## config.mk

```make
export PLATFORM = sky130hd
export DESIGN_NAME = user_clock_lock_sequencer_flat
export DESIGN_NICKNAME = d
export VERILOG_FILES = /design/src/rtl/user_clock_pkg.sv /design/src/rtl/user_clock_lock_sequencer_if.sv /design/src/rtl/user_clock_sync_bit.sv /design/src/rtl/user_clock_lock_sequencer.sv /design/src/flat_wrapper.sv
export SDC_FILE = /design/constraint.sdc
export NUM_CORES = 1
export LEC_CHECK = 0
export ABC_AREA = 1
export CAP_MARGIN = 20
export CORE_ASPECT_RATIO = 0.5
export CORE_MARGIN = 8
export CORE_UTILIZATION = 45
export DETAILED_ROUTE_END_ITERATION = 8
export MAX_ROUTING_LAYER = met4
export SETUP_SLACK_MARGIN = 0.15
export SYNTH_ARGS = -nofsm -noshare
export SYNTH_HDL_FRONTEND = slang
export SYNTH_SLANG_ARGS = --single-unit
export TNS_END_PERCENT = 1
```

## constraint.sdc

```tcl
create_clock -name CLK -period 2.49 [get_ports CLK]
set_input_delay 0.249 -clock CLK [delete_from_list [all_inputs] [get_ports CLK]]
set_output_delay 0.249 -clock CLK [all_outputs]
set_load 0.05 [all_outputs]
```

## src/rtl/user_clock_pkg.sv

```systemverilog
// Shared definitions for the user-clock lock sequencer: state encodings,
// default parameter values and a width helper.
package user_clock_pkg;

    // 3-bit state code, also exported on the STATE status port
    typedef logic [2:0] state_t;

    localparam state_t S_MMCM_RST  = 3'd0;
    localparam state_t S_WAIT_LOCK = 3'd1;
    localparam state_t S_STABLE    = 3'd2;
    localparam state_t S_HOLD      = 3'd3;
    localparam state_t S_RUN       = 3'd4;

    localparam int unsigned DEF_SYNC_STAGES     = 2;
    localparam int unsigned DEF_MMCM_RST_CYCLES = 8;
    localparam int unsigned DEF_LOCK_TIMEOUT    = 65536;
    localparam int unsigned DEF_STABLE_CYCLES   = 256;
    localparam int unsigned DEF_RST_HOLD_CYCLES = 16;
    localparam int unsigned DEF_CNT_W           = 8;

    // Ceiling log2; returns 0 for inputs of 0 or 1
    function automatic int unsigned clog2(input int unsigned v);
        int unsigned r;
        r = 0;
        for (int unsigned i = 0; i < 32; i++) begin
            if ((64'(1) << i) < 64'(v)) begin
                r = i + 1;
            end
        end
        return r;
    endfunction

endpackage

```

## src/rtl/user_clock_lock_sequencer_if.sv

```systemverilog
// MMCM-side and user-side signal bundle of the lock sequencer.
// master: the sequencer; slave: the MMCM wrapper / user logic side.
interface user_clock_lock_sequencer_if #(
    parameter int unsigned CNT_W = 8
);
    logic             LOCKED_IN;
    logic             MMCM_RST;
    logic             RST_N_OUT;
    logic             READY;
    logic [2:0]       STATE;
    logic [CNT_W-1:0] RETRY_CNT;
    logic [CNT_W-1:0] LOSS_CNT;

    modport master (
        input  LOCKED_IN,
        output MMCM_RST,
        output RST_N_OUT,
        output READY,
        output STATE,
        output RETRY_CNT,
        output LOSS_CNT
    );

    modport slave (
        output LOCKED_IN,
        input  MMCM_RST,
        input  RST_N_OUT,
        input  READY,
        input  STATE,
        input  RETRY_CNT,
        input  LOSS_CNT
    );

endinterface

```

## src/rtl/user_clock_sync_bit.sv

```systemverilog
// Multi-flop single-bit synchronizer with synchronous active-high clear.
// Shared by the clock-crossing blocks of the user-clock subsystem.
module user_clock_sync_bit #(
    parameter int unsigned STAGES = 2
) (
    input  logic clk,
    input  logic clr,
    input  logic d,
    output logic q
);

    logic [STAGES-1:0] chain;

    // Shift the asynchronous input through the flop chain; clear empties it
    always_ff @(posedge clk) begin
        if (clr) begin
            chain <= '0;
        end else begin
            chain <= {chain[STAGES-2:0], d};
        end
    end

    assign q = chain[STAGES-1];

endmodule

```

## src/rtl/user_clock_lock_sequencer.sv

```systemverilog
// User-clock lock sequencer: pulses the MMCM reset, qualifies the
// synchronized LOCKED signal, retries on timeout and produces a stretched
// active-low user reset plus status. Runs on the free-running reference clock.
module user_clock_lock_sequencer
    import user_clock_pkg::*;
#(
    parameter int unsigned SYNC_STAGES     = DEF_SYNC_STAGES,
    parameter int unsigned MMCM_RST_CYCLES = DEF_MMCM_RST_CYCLES,
    parameter int unsigned LOCK_TIMEOUT    = DEF_LOCK_TIMEOUT,
    parameter int unsigned STABLE_CYCLES   = DEF_STABLE_CYCLES,
    parameter int unsigned RST_HOLD_CYCLES = DEF_RST_HOLD_CYCLES,
    parameter int unsigned CNT_W           = DEF_CNT_W
) (
    input  logic                        CLK,
    input  logic                        RST,
    user_clock_lock_sequencer_if.master bus
);

    localparam int unsigned MR_W = clog2(MMCM_RST_CYCLES) + 1;
    localparam int unsigned TO_W = clog2(LOCK_TIMEOUT) + 1;
    localparam int unsigned ST_W = clog2(STABLE_CYCLES) + 1;
    localparam int unsigned HD_W = clog2(RST_HOLD_CYCLES) + 1;

    // Counter values on the last cycle of each timed interval
    localparam logic [MR_W-1:0] MR_LAST = MR_W'(MMCM_RST_CYCLES - 1);
    localparam logic [TO_W-1:0] TO_LAST = TO_W'(LOCK_TIMEOUT - 1);
    localparam logic [ST_W-1:0] ST_LAST = ST_W'(STABLE_CYCLES - 1);
    localparam logic [HD_W-1:0] HD_LAST = HD_W'(RST_HOLD_CYCLES - 1);

    logic             lock_s;

    state_t           state;
    state_t           state_nx;
    logic [MR_W-1:0]  mr_cnt;
    logic [MR_W-1:0]  mr_cnt_nx;
    logic [TO_W-1:0]  to_cnt;
    logic [TO_W-1:0]  to_cnt_nx;
    logic [ST_W-1:0]  st_cnt;
    logic [ST_W-1:0]  st_cnt_nx;
    logic [HD_W-1:0]  hd_cnt;
    logic [HD_W-1:0]  hd_cnt_nx;
    logic             retry_inc;
    logic             loss_inc;

    logic             mmcm_rst_q;
    logic             rst_n_q;
    logic             ready_q;
    logic [CNT_W-1:0] retry_cnt;
    logic [CNT_W-1:0] loss_cnt;

    user_clock_sync_bit #(
        .STAGES (SYNC_STAGES)
    ) u_lock_sync (
        .clk (CLK),
        .clr (RST),
        .d   (bus.LOCKED_IN),
        .q   (lock_s)
    );

    // Next-state and interval-counter logic; every exit into S_MMCM_RST
    // restarts both the reset-pulse and the timeout counters
    always_comb begin
        state_nx  = state;
        mr_cnt_nx = mr_cnt;
        to_cnt_nx = to_cnt;
        st_cnt_nx = st_cnt;
        hd_cnt_nx = hd_cnt;
        retry_inc = 1'b0;
        loss_inc  = 1'b0;

        case (state)
            S_MMCM_RST: begin
                to_cnt_nx = '0;
                if (mr_cnt == MR_LAST) begin
                    state_nx  = S_WAIT_LOCK;
                    mr_cnt_nx = '0;
                end else begin
                    mr_cnt_nx = mr_cnt + MR_W'(1);
                end
            end

            S_WAIT_LOCK: begin
                to_cnt_nx = to_cnt + TO_W'(1);
                if (to_cnt == TO_LAST) begin
                    state_nx  = S_MMCM_RST;
                    mr_cnt_nx = '0;
                    to_cnt_nx = '0;
                    retry_inc = 1'b1;
                end else if (lock_s) begin
                    state_nx  = S_STABLE;
                    st_cnt_nx = '0;
                end
            end

            S_STABLE: begin
                to_cnt_nx = to_cnt + TO_W'(1);
                // Completion outranks a coincident timeout; a timeout
                // outranks falling back to S_WAIT_LOCK
                if (lock_s && (st_cnt == ST_LAST)) begin
                    state_nx  = S_HOLD;
                    hd_cnt_nx = '0;
                end else if (to_cnt == TO_LAST) begin
                    state_nx  = S_MMCM_RST;
                    mr_cnt_nx = '0;
                    to_cnt_nx = '0;
                    retry_inc = 1'b1;
                end else if (!lock_s) begin
                    state_nx = S_WAIT_LOCK;
                end else begin
                    st_cnt_nx = st_cnt + ST_W'(1);
                end
            end

            S_HOLD: begin
                if (!lock_s) begin
                    state_nx  = S_MMCM_RST;
                    mr_cnt_nx = '0;
                    to_cnt_nx = '0;
                    loss_inc  = 1'b1;
                end else if (hd_cnt == HD_LAST) begin
                    state_nx = S_RUN;
                end else begin
                    hd_cnt_nx = hd_cnt + HD_W'(1);
                end
            end

            S_RUN: begin
                if (!lock_s) begin
                    state_nx  = S_MMCM_RST;
                    mr_cnt_nx = '0;
                    to_cnt_nx = '0;
                    loss_inc  = 1'b1;
                end
            end

            default: begin
                state_nx  = S_MMCM_RST;
                mr_cnt_nx = '0;
                to_cnt_nx = '0;
            end
        endcase
    end

    // State, interval counters and outputs decoded from the state being entered
    always_ff @(posedge CLK) begin
        if (RST) begin
            state      <= S_MMCM_RST;
            mr_cnt     <= '0;
            to_cnt     <= '0;
            st_cnt     <= '0;
            hd_cnt     <= '0;
            mmcm_rst_q <= 1'b1;
            rst_n_q    <= 1'b0;
            ready_q    <= 1'b0;
        end else begin
            state      <= state_nx;
            mr_cnt     <= mr_cnt_nx;
            to_cnt     <= to_cnt_nx;
            st_cnt     <= st_cnt_nx;
            hd_cnt     <= hd_cnt_nx;
            mmcm_rst_q <= (state_nx == S_MMCM_RST);
            rst_n_q    <= (state_nx == S_RUN);
            ready_q    <= (state_nx == S_RUN);
        end
    end

    // Saturating retry / loss status counters, cleared only by RST
    always_ff @(posedge CLK) begin
        if (RST) begin
            retry_cnt <= '0;
            loss_cnt  <= '0;
        end else begin
            if (retry_inc && (retry_cnt != '1)) begin
                retry_cnt <= retry_cnt + CNT_W'(1);
            end
            if (loss_inc && (loss_cnt != '1)) begin
                loss_cnt <= loss_cnt + CNT_W'(1);
            end
        end
    end

    assign bus.MMCM_RST  = mmcm_rst_q;
    assign bus.RST_N_OUT = rst_n_q;
    assign bus.READY     = ready_q;
    assign bus.STATE     = state;
    assign bus.RETRY_CNT = retry_cnt;
    assign bus.LOSS_CNT  = loss_cnt;

endmodule
```

## src/flat_wrapper.sv

```systemverilog
// flat-port wrapper written by rule: the top's interface ports become plain ports
module user_clock_lock_sequencer_flat import user_clock_pkg::*;
#(
    parameter int unsigned SYNC_STAGES     = DEF_SYNC_STAGES,
    parameter int unsigned MMCM_RST_CYCLES = DEF_MMCM_RST_CYCLES,
    parameter int unsigned LOCK_TIMEOUT    = DEF_LOCK_TIMEOUT,
    parameter int unsigned STABLE_CYCLES   = DEF_STABLE_CYCLES,
    parameter int unsigned RST_HOLD_CYCLES = DEF_RST_HOLD_CYCLES,
    parameter int unsigned CNT_W           = DEF_CNT_W
)
  (CLK, RST, bus_LOCKED_IN, bus_MMCM_RST, bus_RST_N_OUT, bus_READY, bus_STATE, bus_RETRY_CNT, bus_LOSS_CNT);
  user_clock_lock_sequencer_if #(.CNT_W(CNT_W)) bus_i ();
  input  logic CLK;
  input  logic RST;
  input wire logic [$bits(bus_i.LOCKED_IN)-1:0] bus_LOCKED_IN;
  output wire logic [$bits(bus_i.MMCM_RST)-1:0] bus_MMCM_RST;
  output wire logic [$bits(bus_i.RST_N_OUT)-1:0] bus_RST_N_OUT;
  output wire logic [$bits(bus_i.READY)-1:0] bus_READY;
  output wire logic [$bits(bus_i.STATE)-1:0] bus_STATE;
  output wire logic [$bits(bus_i.RETRY_CNT)-1:0] bus_RETRY_CNT;
  output wire logic [$bits(bus_i.LOSS_CNT)-1:0] bus_LOSS_CNT;
  assign bus_i.LOCKED_IN = bus_LOCKED_IN;
  assign bus_MMCM_RST = bus_i.MMCM_RST;
  assign bus_RST_N_OUT = bus_i.RST_N_OUT;
  assign bus_READY = bus_i.READY;
  assign bus_STATE = bus_i.STATE;
  assign bus_RETRY_CNT = bus_i.RETRY_CNT;
  assign bus_LOSS_CNT = bus_i.LOSS_CNT;
  user_clock_lock_sequencer #(.SYNC_STAGES(SYNC_STAGES), .MMCM_RST_CYCLES(MMCM_RST_CYCLES), .LOCK_TIMEOUT(LOCK_TIMEOUT), .STABLE_CYCLES(STABLE_CYCLES), .RST_HOLD_CYCLES(RST_HOLD_CYCLES), .CNT_W(CNT_W)) u_core (.CLK(CLK), .RST(RST), .bus(bus_i));
endmodule
```

* After elaboration in Yosys (flattened, before gate mapping)
Cells that the tools add are included.
** Storage, ports and cells
- Bits in registers :: 58
- Bits of input ports :: 3
- Output and inout bits :: 22
- Logic and storage cells :: 81
** Cells by class
- Add/subtract/negate cells :: 6
- Equality and inequality tests :: 20
- Mux-type cells :: 34
- Reductions and logical operators :: 11
** Operators by type and width (count)
- $mux 17 :: 3
- $pmux 17 s3 :: 1
- $mux 9 :: 5
- $mux 3 :: 9
- $pmux 9 s2 :: 1
- $add 17x1->17 const B :: 1
- $eq 17x16->1 const B :: 1
- $add 8x1->8 const B :: 2
- $mux 4 :: 4
- $ne 2x2->1 const B :: 8
- $ne 8x8->1 const B :: 2
- $pmux 4 s4 :: 1
- $mux 5 :: 3
- $pmux 3 s5 :: 1
- $pmux 5 s2 :: 1
- $add 9x1->9 const B :: 1
- $eq 9x8->1 const B :: 1
- $eq 3x2->1 const B :: 2
- $eq 3x3->1 const B :: 2
- $logic_not 3->1 :: 2
- $reduce_and 6->1 :: 1
- $add 5x1->5 const B :: 1
- $eq 5x4->1 const B :: 1
- $add 4x1->4 const B :: 1
- other kinds (10) :: 16

* Logic depth before layout (Yosys ltp)
- Depth after elaboration :: 5
- Gate-level depth with buffers :: 14
- Depth with buffers taken out :: 14

* Cells and area by module
From an unflattened synthesis, not the netlist that was laid out.
** Unflattened totals
- Cells, all modules :: 435
- Area total of the unflattened synthesis :: 3101.7 um^2
** Modules (own cells, without submodules)
- user_clock_lock_sequencer :: times used 1, cells an instance 429, area an instance 3046.7 um^2, seq. area each 1121.1 um^2
- user_clock_sync_bit :: times used 1, cells an instance 6, area an instance 55.1 um^2, seq. area each 40.0 um^2

* Least setup slack after synthesis
OpenSTA, ideal clock, no wires.
- Kind :: flip-flop to flip-flop
- Start point :: register u_core.st_cnt[0]
- End point :: register u_core.to_cnt[12]
- Library setup time :: 0.073 ns
- Data arrival time :: 1.916 ns
- Required time :: 2.417 ns
- Slack :: 0.501 ns
- Stages on the path, launching flop included :: 14
- Path buffers :: 1
- Period minus slack after synthesis :: 1.989 ns
- Cell sequence :: dfxtp_1 ha_1 nand2_1 inv_1 nand4_1 nor3_1 ha_1 nand2_1 nor2_8 inv_2 nand3_4 nand2_4 buf_6 nor3_2
** On the way
- Word-level cells in the longest chain between the ends :: 4
** RTL lines
- start: declaration :: line user_clock_lock_sequencer.sv:38 : logic [ST_W-1:0] st_cnt;
- start signal: assignment :: line user_clock_lock_sequencer.sv:159 : st_cnt <= st_cnt_nx;
- $eq 9x8->1 :: line user_clock_lock_sequencer.sv:99 : if (lock_s && (st_cnt == ST_LAST)) begin
- $logic_and 1x1->1 :: line user_clock_lock_sequencer.sv:99
- $mux 17 :: line user_clock_lock_sequencer.sv:99
- $pmux 17 s3 :: line user_clock_lock_sequencer.sv:71 : case (state)
- end signal: assignment :: line user_clock_lock_sequencer.sv:158 : to_cnt <= to_cnt_nx;
- end: declaration :: line user_clock_lock_sequencer.sv:36 : logic [TO_W-1:0] to_cnt;
Every way passes these cells.
A chain may end at the register's enable or synchronous reset.

* Worst setup path in the final report
- Start point :: register u_core.st_cnt[1]
- End point :: register u_core.to_cnt[14]
Same word-level chain as after synthesis.

==> impl_metrics.env <==
export IMPL_dp_hpwl_mm=5.01
export IMPL_synthesis_area_sq_mm=0.00310
export IMPL_drive_above_1_share=0.121
export IMPL_hold_violations=0
export IMPL_fp_row_count=21
export IMPL_final_cell_count_no_fill=562
export IMPL_skew_ns=0.00629
export IMPL_portBuffers=24
export IMPL_grtUsageTotal=0.148
export IMPL_grt_antenna_before_repair=0
export IMPL_seq_area_frac_synth=0.374
export IMPL_grt_overflow=0
export IMPL_drc_errors=0
export IMPL_cts_sinks=58
export IMPL_maxSlewViolCount=0
export IMPL_holdWs_ns=0.407
export IMPL_crit_top_cell="ha_2"
export IMPL_viasPerCell=4.97
export IMPL_drtAntennaViolNets=0
export IMPL_fillCellCount=697
export IMPL_post_cts_resize_count=0
export IMPL_vias=2794
export IMPL_yosysUniqueCellTypes=37
export IMPL_layout_nets=477
export IMPL_final_seq_area_sq_mm=0.00116
export IMPL_gp_congestion=0.818
export IMPL_relSlewSlack=0.646
export IMPL_irDropWorstVdd_mv=0.455
export IMPL_fmax_ghz=0.473
export IMPL_crit_path_start_kind="register"
export IMPL_clk_latency_ns=0.32
export IMPL_die_h_microns=74.7
export IMPL_n_antenna_cell=0
export IMPL_clock_root_buffer="clkbuf_16"
export IMPL_critPathBufInv=3
export IMPL_die_x_microns=133
export IMPL_yosys_warnings=0
export IMPL_core_area_sq_mm=0.00667
export IMPL_period_share=0.849
export IMPL_critPathCaptureType="register"
export IMPL_powerDensity_mw_per_mm2=578
export IMPL_finalSetupViolations=0
export IMPL_worstPathRequired_ns=2.74
export IMPL_cts_setup_buffers=0
export IMPL_htree_num_levels=3
export IMPL_grt_pass1_vias=2654
export IMPL_pin_count=25
export IMPL_clock_path_buffers=2
export IMPL_final_cell_mix="nand2_1, nor2_1, dfxtp_1"
export IMPL_worstPathCellList="ha_2, nand2_1, inv_1, nand4_1, nor3_2, ha_2, nand2_2, nor2_8, inv_2, nand3_4, nand2_8, inv_4, o21ai_0, nor2_1"
export IMPL_avgSynthCellArea_sq_um=7.13
export IMPL_final_area_sq_mm=0.00375
export IMPL_numCtsBuffers=9
export IMPL_status="finished, final reports clean"
export IMPL_syn_inst=435
export IMPL_async_flop_share=0
export IMPL_slowest_stage="dfxtp_1"
export IMPL_synth_edff_count=0
export IMPL_arrival_ns=2.37
export IMPL_critPathKind="register to register"
export IMPL_dieArea_sq_mm=0.00997
export IMPL_tns_ns=0
export IMPL_clk_pin_slew_worst_paths_ns=0.05
export IMPL_period_needed_ns=2.11
export IMPL_synth_nets=446
export IMPL_maxCapViolCount=0
export IMPL_place_ws_ns=0.237
export IMPL_synth_seq_cells=58
export IMPL_worstMarginPinSlew_ns=0.530
export IMPL_wl_mm=6.73
export IMPL_multi_input_area_sq_mm=0.00170
export IMPL_postCtsHoldBufs=0
export IMPL_place_area_sq_mm=0.00343
export IMPL_dr_pass1_iters=4
export IMPL_grt_pass1_wl_mm=11.8
export IMPL_syn2layout_area_growth_pct=20.8
export IMPL_crit_fanout=12
export IMPL_initial_core_util=0.465
export IMPL_cp_top_family="simple AND/OR/NAND/NOR gates"
export IMPL_hp_class="register to register"
export IMPL_p_leak_nw=1.51
export IMPL_fin_ws_ns=0.376
export IMPL_drt_iter0_drc=135
export IMPL_final_common_cell="nand2_1"
export IMPL_grt_max_degree=27
export IMPL_rsz0062_at_grt="false"
export IMPL_max_stage_delay_ns=0.36
export IMPL_cts_tree="done"
export IMPL_dp_cells=547
export IMPL_wire_per_inst_microns=12.0
export IMPL_ys_flop_type="dfxtp_1"
-- kinds of logic (layout without fill, tap and decap cells) --
| group | after synthesis | after routing | synth area share |
|---|---|---|---|
| AND/OR/NAND/NOR | 233 | 233 | 0.369 |
| buffers and inverters | 65 | 100 | 0.0855 |
| AO/OA/AOI/OAI | 58 | 58 | 0.102 |
| flip-flops | 58 | 58 | 0.374 |
| XOR/XNOR | 13 | 13 | 0.0367 |
| adder cells (fa/ha/maj) | 8 | 8 | 0.0323 |
-- cell usage after synthesis (2+ instances only) --
| cell type | count | area [sq um] |
|---|---|---|
| nor2_2 | 5 | 31.3 |
| nor2_1 | 61 | 229 |
| nand2_4 | 3 | 33.8 |
| nor2_8 | 2 | 40.0 |
| nor3b_1 | 2 | 15.0 |
| a211oi_1 | 2 | 15.0 |
| nand3_1 | 27 | 135 |
| nor2_4 | 3 | 33.8 |
| dfxtp_1 | 58 | 1160 |
| ha_1 | 8 | 100 |
| nand3_4 | 2 | 35.0 |
| nand4_1 | 10 | 62.6 |
| and3_1 | 2 | 12.5 |
| buf_6 | 2 | 22.5 |
| clkbuf_1 | 3 | 11.3 |
| nor3_1 | 11 | 55.1 |
| nand2_1 | 89 | 334 |
| inv_2 | 4 | 15.0 |
| o21ai_0 | 14 | 70.1 |
| nor4_1 | 2 | 12.5 |
| a21oi_1 | 34 | 170 |
| o21ai_1 | 2 | 10.0 |
| xnor2_1 | 3 | 26.3 |
| o21ai_2 | 2 | 17.5 |
| nand2_2 | 5 | 31.3 |
| xor2_1 | 10 | 87.6 |
| inv_1 | 53 | 199 |
| or2_2 | 2 | 12.5 |
| nor3_2 | 6 | 60.1 |
-- registers in the layout, summed over array words and instances (netlist names) --
register,cells
u_core.st_cnt,9
u_core.bus.RST_N_OUT,1
u_core.bus.MMCM_RST,1
u_core.bus.STATE,3
u_core.mr_cnt,4
u_core.bus.RETRY_CNT,8
u_core.hd_cnt,5
u_core.u_lock_sync.chain,2
u_core.bus.LOSS_CNT,8
u_core.to_cnt,17
-- where the power goes --
part           total, mW  switching, mW  internal, mW
clock network       1.18          0.389         0.791
logic             0.0424         0.0274        0.0150
registers          0.942        0.00574         0.937
total               2.16          0.422          1.74
-- cell type report --
type                            instances  share of cell area
Multi-Input combinational cell        312               0.453
Sequential cell                        58               0.310
Timing Repair Buffer                   27              0.0701
Clock buffer                           12              0.0658
Inverter                               58              0.0595
Tap cell                               92              0.0307
Clock inverter                          3              0.0107
-- through the flow --
stage	total power [mW]	util
2_1_floorplan	0.988	-
6_report	2.16	0.561
3_5_place_dp	1.00	0.515
4_1_cts	2.19	0.558
3_3_place_gp	1.00	0.515
5_1_grt	2.24	0.561
-- final timing paths --
kind	start	endpoint	slack, ns	depth (start not counted)
worst min register to register	u_core.u_lock_sync.chain[0]	u_core.u_lock_sync.chain[1]	0.41	2
worst max-delay path	u_core.st_cnt[1]	u_core.to_cnt[14]	0.38	14
worst max register to register	u_core.st_cnt[1]	u_core.to_cnt[14]	0.38	14
worst min-delay path	u_core.u_lock_sync.chain[0]	u_core.u_lock_sync.chain[1]	0.41	2
-- worst min-delay path, delay by kind of cell, from the launching register on --
kind          cells  cell delay (ns)
simple gates      1             0.03
flops             1             0.29
buf+inv           1             0.04
-- metal layers --
metal  vias up  track usage  routed length, microns
met4         0       0.0432                      30
li1       1466            -                       -
met5         -            -                       0
met1      1278        0.183                    3560
met2        46        0.231                    2860
met3         4       0.0453                     272
(Power assumes the default switching activity.)
